### src/rtl/digit_serial_sub.sv
// rtl/digit_serial_sub.sv - digit-serial two's-complement subtractor D = a - b - bi behind a start/ready/done handshake
module digit_serial_sub #(
    parameter int WIDTH = 64,
    parameter int DIGIT = 8
) (
    input  logic             clk,
    input  logic             rst_n,
    input  logic             start,
    input  logic [WIDTH-1:0] a,
    input  logic [WIDTH-1:0] b,
    input  logic             bi,
    output logic             ready,
    output logic             busy,
    output logic             done,
    output logic [WIDTH-1:0] D,
    output logic             B,
    output logic             V
);

    localparam int NDIG = WIDTH / DIGIT;
    localparam int KW   = $clog2(NDIG + 1);

    generate
        if ((DIGIT < 1) || ((WIDTH % DIGIT) != 0)) begin : g_bad_digit
            $error("digit_serial_sub: WIDTH must be a non-zero multiple of DIGIT");
        end
    endgenerate

    typedef enum logic [1:0] {
        S_IDLE = 2'd0,
        S_RUN  = 2'd1,
        S_DONE = 2'd2
    } state_t;

    state_t           state;
    state_t           state_nx;
    logic [KW-1:0]    k;
    logic             br;
    logic [WIDTH-1:0] a_sr;
    logic [WIDTH-1:0] b_sr;
    logic [WIDTH-1:0] res_sr;
    logic             a_msb;
    logic             b_msb;
    logic [DIGIT:0]   dig;
    logic             last_step;

    // One DIGIT+1-bit subtraction per cycle; the top bit is the borrow into the next digit.
    assign dig = {1'b0, a_sr[DIGIT-1:0]} - {1'b0, b_sr[DIGIT-1:0]} - {{DIGIT{1'b0}}, br};

    // k reaches NDIG once every digit is in res_sr; that extra RUN cycle publishes the result.
    assign last_step = (k == KW'(NDIG));

    // State register.
    always_ff @(posedge clk or negedge rst_n) begin
        if (!rst_n) begin
            state <= S_IDLE;
        end else begin
            state <= state_nx;
        end
    end

    // Next-state logic: IDLE -> RUN on accepted start, RUN -> DONE after publish, DONE -> IDLE.
    always_comb begin
        state_nx = state;
        case (state)
            S_IDLE:  if (start) state_nx = S_RUN;
            S_RUN:   if (last_step) state_nx = S_DONE;
            S_DONE:  state_nx = S_IDLE;
            default: state_nx = S_IDLE;
        endcase
    end

    // Handshake outputs decoded from the state.
    always_comb begin
        ready = 1'b0;
        busy  = 1'b0;
        done  = 1'b0;
        case (state)
            S_IDLE:  ready = 1'b1;
            S_RUN:   busy  = 1'b1;
            S_DONE:  begin busy = 1'b1; done = 1'b1; end
            default: ready = 1'b0;
        endcase
    end

    // Operand latch, digit shift registers, borrow chain and result publish.
    always_ff @(posedge clk or negedge rst_n) begin
        if (!rst_n) begin
            k      <= '0;
            br     <= 1'b0;
            a_sr   <= '0;
            b_sr   <= '0;
            res_sr <= '0;
            a_msb  <= 1'b0;
            b_msb  <= 1'b0;
            D      <= '0;
            B      <= 1'b0;
            V      <= 1'b0;
        end else begin
            case (state)
                S_IDLE: begin
                    if (start) begin
                        a_sr  <= a;
                        b_sr  <= b;
                        br    <= bi;
                        k     <= '0;
                        a_msb <= a[WIDTH-1];
                        b_msb <= b[WIDTH-1];
                    end
                end
                S_RUN: begin
                    if (!last_step) begin
                        a_sr   <= a_sr >> DIGIT;
                        b_sr   <= b_sr >> DIGIT;
                        // New digit enters at the top so digit 0 ends up at the LSB.
                        res_sr <= (res_sr >> DIGIT) | (WIDTH'(dig[DIGIT-1:0]) << (WIDTH - DIGIT));
                        br     <= dig[DIGIT];
                        k      <= k + KW'(1);
                    end else begin
                        D <= res_sr;
                        B <= br;
                        V <= (a_msb ^ b_msb) & (a_msb ^ res_sr[WIDTH-1]);
                    end
                end
                default: begin
                end
            endcase
        end
    end

endmodule
### config.mk
export PLATFORM = sky130hd
export DESIGN_NAME = digit_serial_sub
export DESIGN_NICKNAME = d
export VERILOG_FILES = /design/src/rtl/digit_serial_sub.sv
export SDC_FILE = /design/constraint.sdc
export NUM_CORES = 1
export LEC_CHECK = 0
export CORE_ASPECT_RATIO = 1.5
export CORE_MARGIN = 2
export CORE_UTILIZATION = 43
export CTS_CLUSTER_DIAMETER = 200
export DETAILED_ROUTE_END_ITERATION = 7
export MAX_ROUTING_LAYER = met4
export PLACE_DENSITY_LB_ADDON = 0.08
export SKIP_CTS_REPAIR_TIMING = 1
export SLEW_MARGIN = 30
export SYNTH_ARGS = -nofsm -noshare
export SYNTH_HDL_FRONTEND = slang
export SYNTH_SLANG_ARGS = --single-unit
### constraint.sdc
create_clock -name clk -period 4.1 [get_ports clk]
set_input_delay 0.82 -clock clk [delete_from_list [all_inputs] [get_ports clk]]
set_output_delay 0.82 -clock clk [all_outputs]
set_load 0.01 [all_outputs]
# Word-level counts from Yosys, hierarchy flattened
# Cells that the tools add are included.
# totals
input_bits	132
register_bits	267
wordCells	51
output_inout_bits	69
# classes
n_bitwise	5
add_sub_neg	3
eq_ne	6
mux	18
reduce_logical	8
# ops
op	n
two-way mux 64 bit	4
case mux 64 bit (2 select lines)	2
bitwise OR 56 x 64 -> 64 bit	1
subtractor 8 x 8 -> 9 bit	1
subtractor 9 x 1 -> 9 bit	1
two-way mux 4 bit	2
case mux 4 bit (2 select lines)	1
AND reduction 2 bit	4
inequality test 2 bit (second input constant)	3
two-way mux 1 bit	5
adder 4 x 1 -> 4 bit (second input constant)	1
equality test 4 bit (second input constant)	1
two-way mux 2 bit	2
case mux 2 bit (2 select lines)	1
AND reduction 3 bit	1
equality test 2 x 1 -> 1 bit (second input constant)	1
equality test 2 bit (second input constant)	1
zero test 2 bit	1
case mux 1 bit (2 select lines)	1
nonzero test 2 bit	1
OR reduction 2 bit	1
bitwise XOR 1 bit	2
bitwise AND 1 bit	1
inverter 1 bit	1

# Depth between registers and ports, before layout
# logic_depth
depth_word	4
depth_mapped	9
mapped_depth_nobuf	9

# Worst setup path before layout
# OpenSTA, ideal clock, no wires.
# synth_timing
path_kind	reg2reg
start	register br
end	register br
t_arrival_ns	1.991
path_slack_ns	2.023
path_stages_with_launch	10
t_required_ns	4.013
cell_sequence	dfrtp_1 > inv_1 > fa_1 > inv_1 > fa_1 > a21boi_0 > o211ai_1 > a31oi_1 > mux2_2 > o211ai_1
# synth_via
elab_chain_cells	3
# synth_lines
element	line	text
from (decl)	38	logic br;
from (signal assigned)	105	br <= bi;
from (signal assigned)	117	br <= dig[DIGIT];
subtractor 9 x 1 -> 9 bit	48	assign dig = {1'b0, a_sr[DIGIT-1:0]} - {1'b0, b_sr[DIGIT-1:0]} - {{DIGIT{1'b0}}, br};
two-way mux 1 bit	112	if (!last_step) begin
case mux 1 bit (2 select lines)	100	case (state)
# Every way passes these cells. The select of a mux whose other input is x is not followed.
# A chain may end at the register's enable or synchronous reset.

# Worst setup path in the final report
# layout_timing
start	register state[1]
end	output ready
# layout_via
elab_chain_cells	2
# layout_lines
element	line	text
from (decl)	35	state_t state;
from (signal assigned)	58	state <= state_nx;
zero test 2 bit	78	case (state)
two-way mux 1 bit	78	
to (decl)	12	output logic ready,
# Every way passes these cells.

==> metrics.csv <==
stage,metric,value,unit
status,status,completed,
worst_setup_path,r2r_slack,1.63,ns
placement,post_place_cell_area,13800,µm²
flow_run,drv.max_cap_violation_count,0,
cells_and_area,finish.instance_area,14700,µm²
yosys,yosys_warnings,0,
sta,timing.final.crit_share,0.661,
clock_tree,insertion_delay,0.54,ns
global_routing,grt_pass1_wl,39500,µm
die,num_io_pins,201,
die,placement_rows,73,
cells_and_area,fillers,2373,
worst_setup_path,setup.worst_path.end_class,output pin,
die,die-width,137,µm
die,die-area,28000,µm²
yosys,synth_edf_count,0,
pwr,leakagePower,6.64,nW
pwr,post-layout-total-power,0.0121,W
route,detail_route.wl_per_cell,16.7,µm
cells_and_area,areaGrowthSynthToFinish,28.2,%
route,ant_nets,0,
sta,worst_pin_slew,0.969,ns
global_routing,use_met3,0.0250,
sta,period_minus_slack,2.71,ns
route,wirelength,24600,µm
global_routing,grt_use_met1,0.217,
placement,gp_congestion,0.791,
die,core_region_area,26400,µm²
route,drt_iter0_drc,377,
route,via_per_inst,4.98,
placement,dpl.hpwl,16500,µm
placement,place.port_buffers,200,
global_routing,antenna_found_initial,1,
sta,rsz0062_at_grt,false,
route,drtPass1Iterations,4,
worst_setup_path,start_kind,register,
clock_tree,tritoncts,done,
worst_setup_path,worstPathMaxFanout,5,
global_routing,grt.total_usage,0.185,
clock_tree,clockRootBuffer,sky130_fd_sc_hd__clkbuf_16,
global_routing,globalRouteMet2Util,0.324,
sta,maximum_clock_rate,369,MHz
yosys,ys_seq_elements,267,
worst_setup_path,critPathSlowestCell,sky130_fd_sc_hd__clkdlybuf4s50_1,
yosys,synthesis.area,11500,µm²
clock_tree,tritoncts.num_buffers,26,
worst_setup_path,crit_buf_inv,2,
yosys,synth-seq-area-share,0.583,
clock_tree,htree_levels,1,
yosys,synthesis.nets,1080,
sta,setup_viol,0,
global_routing,total_congestion_overflow,0,
clock_tree,clock_tree.buffer_depth,3,
sta,slew-limit-headroom,0.354,
yosys,yosys_most_used_dff,sky130_fd_sc_hd__dfrtp_1,
worst_setup_path,cp_cell_sequence,inv_1 > ha_1 > clkdlybuf4s50_1,
worst_setup_path,critPathMaxStageDelay,0.57,ns
yosys,synth.largest_area_cell,sky130_fd_sc_hd__dfrtp_1,
yosys,netlist-cell-type-count,35,
pwr,power.density,823,nW/µm²
global_routing,grt_pass1_vias,7543,
yosys,postSynthCellCount,927,
die,initial_utilization,0.434,
yosys,synthDominantCellAreaShare,0.583,
route,remaining_drc_errors,0,
clock_tree,clk_pin_slew,0.06,ns
global_routing,grt_start_max_net_pins,121,
global_routing,grt_most_used_layer,met2,
sta,final-max-slew-violation-count,0,
cells_and_area,layout.nets,1262,
hold_path,worst_hold_path_type,in -> async,
cells_and_area,layout.cells.most_common,sky130_fd_sc_hd__dfrtp_1,
yosys,synth.top_cells.by_area,"sky130_fd_sc_hd__dfrtp_1 58%, sky130_fd_sc_hd__mux2_2 12%, sky130_fd_sc_hd__mux2i_1 9.9%, sky130_fd_sc_hd__a21oi_1 5.2%, sky130_fd_sc_hd__nor2_1 3.9%",
clock_tree,tritoncts_num_sinks,267,
pwr,worst_ir_drop_vdd,662,µV
sta,timing_hold_violations_final,0,
cells_and_area,drive_above_1_share,0.165,
sta,clock-skew-final,0.0133,ns
die,die_height,204,µm
yosys,synth-async-reset-ratio,1.00,
cells_and_area,most-common-layout-cells,"267 x sky130_fd_sc_hd__dfrtp_1, 199 x sky130_fd_sc_hd__clkdlybuf4s50_1, 124 x sky130_fd_sc_hd__mux2_2, 119 x sky130_fd_sc_hd__nor2_1, 119 x sky130_fd_sc_hd__a21oi_1",
worst_setup_path,crit_family,buffers and inverters,
worst_setup_path,worst-endpoint-arrival,1.89,ns
sta,totalNegativeSetupSlack,0,ns
worst_setup_path,timing_worst_setup_path_type,reg -> out,
route,count_of_vias_placed_by_the_detailed_router,7300,
yosys,postSynthAreaPerCell,12.4,µm²
worst_setup_path,critical_path_required,3.28,ns
==> kinds of logic after synthesis <==
kind of cell,Yosys count,synth area share
compound gates,158,0.0776
xor+xnor,8,0.00611
flops,267,0.583
fa+ha+maj,21,0.0242
simple gates,154,0.0557
buf+inv,82,0.0332
mux,237,0.220
==> area by class of cell <==
type | instances | area [µm²] | share of cell area
antenna | 1 | 2.50 | 0.000170
clock buffer | 31 | 721 | 0.0490
clock inverter | 17 | 204 | 0.0139
inverter | 27 | 101 | 0.00690
multi-input combinational | 578 | 4440 | 0.302
sequential | 267 | 6680 | 0.455
tap | 337 | 422 | 0.0287
timing repair buffer | 209 | 2120 | 0.145
==> synthesized netlist by cell type (all sizes together) (5+ instances only) <==
| cell | n |
|---|---|
| nand2 | 19 |
| mux2i | 113 |
| nor2 | 119 |
| buf | 54 |
| a21oi | 119 |
| o21ai | 13 |
| xor2 | 5 |
| a22o | 16 |
| inv | 27 |
| ha | 19 |
| mux2 | 124 |
| dfrtp | 267 |
==> sequential cells by signal, indices dropped and copies added, names as in the netlist <==
| name | cells |
|---|---|
| state | 2 |
| a_sr | 64 |
| res_sr | 64 |
| b_sr | 64 |
| b_msb | 1 |
| V | 1 |
| B | 1 |
| br | 1 |
| k | 4 |
| a_msb | 1 |
| D | 64 |
==> stage by stage <==
| stage | instances | hold slack (ns) | utilization | worst slack [ns] |
|---|---|---|---|---|
| finish | 1467 | 0.262 | 0.557 | 1.39 |
| global placement | 1418 | 0.462 | 0.521 | 1.40 |
| floorplan | 927 | 0.464 | - | 2.02 |
| CTS | 1466 | 0.299 | 0.556 | 1.35 |
| detailed placement | 1418 | 0.484 | 0.521 | 1.35 |
| global route | 1467 | 0.333 | 0.557 | 1.28 |
==> metal layers <==
metal,vias to the layer above,part of all wire
li1,3612,-
met1,3505,0.41
met2,143,0.52
met3,40,0.038
met4,0,0.028
met5,-,0
==> report_power, final <==
part | leakage [nW] | internal (W) | total [W] | switching (W)
Sequential | 3.24 | 0.00384 | 0.00455 | 0.000709
Combinational | 2.95 | 0.00250 | 0.00499 | 0.00249
Clock | 0.453 | 0.00151 | 0.00255 | 0.00104
==> worst paths after layout <==
path	endpoint	depth (start not counted)	start
worst max-delay path	ready	3	state[1]
worst min-delay path	D[3]	1	rst_n
worst max register to register	br	6	state[1]
worst min register to register	a_sr[59]	1	a_sr[59]
max in group asynchronous	a_msb	2	rst_n
min in group clk	a_sr[59]	1	a_sr[59]
Note: power is estimated with default switching activity, not from simulation.
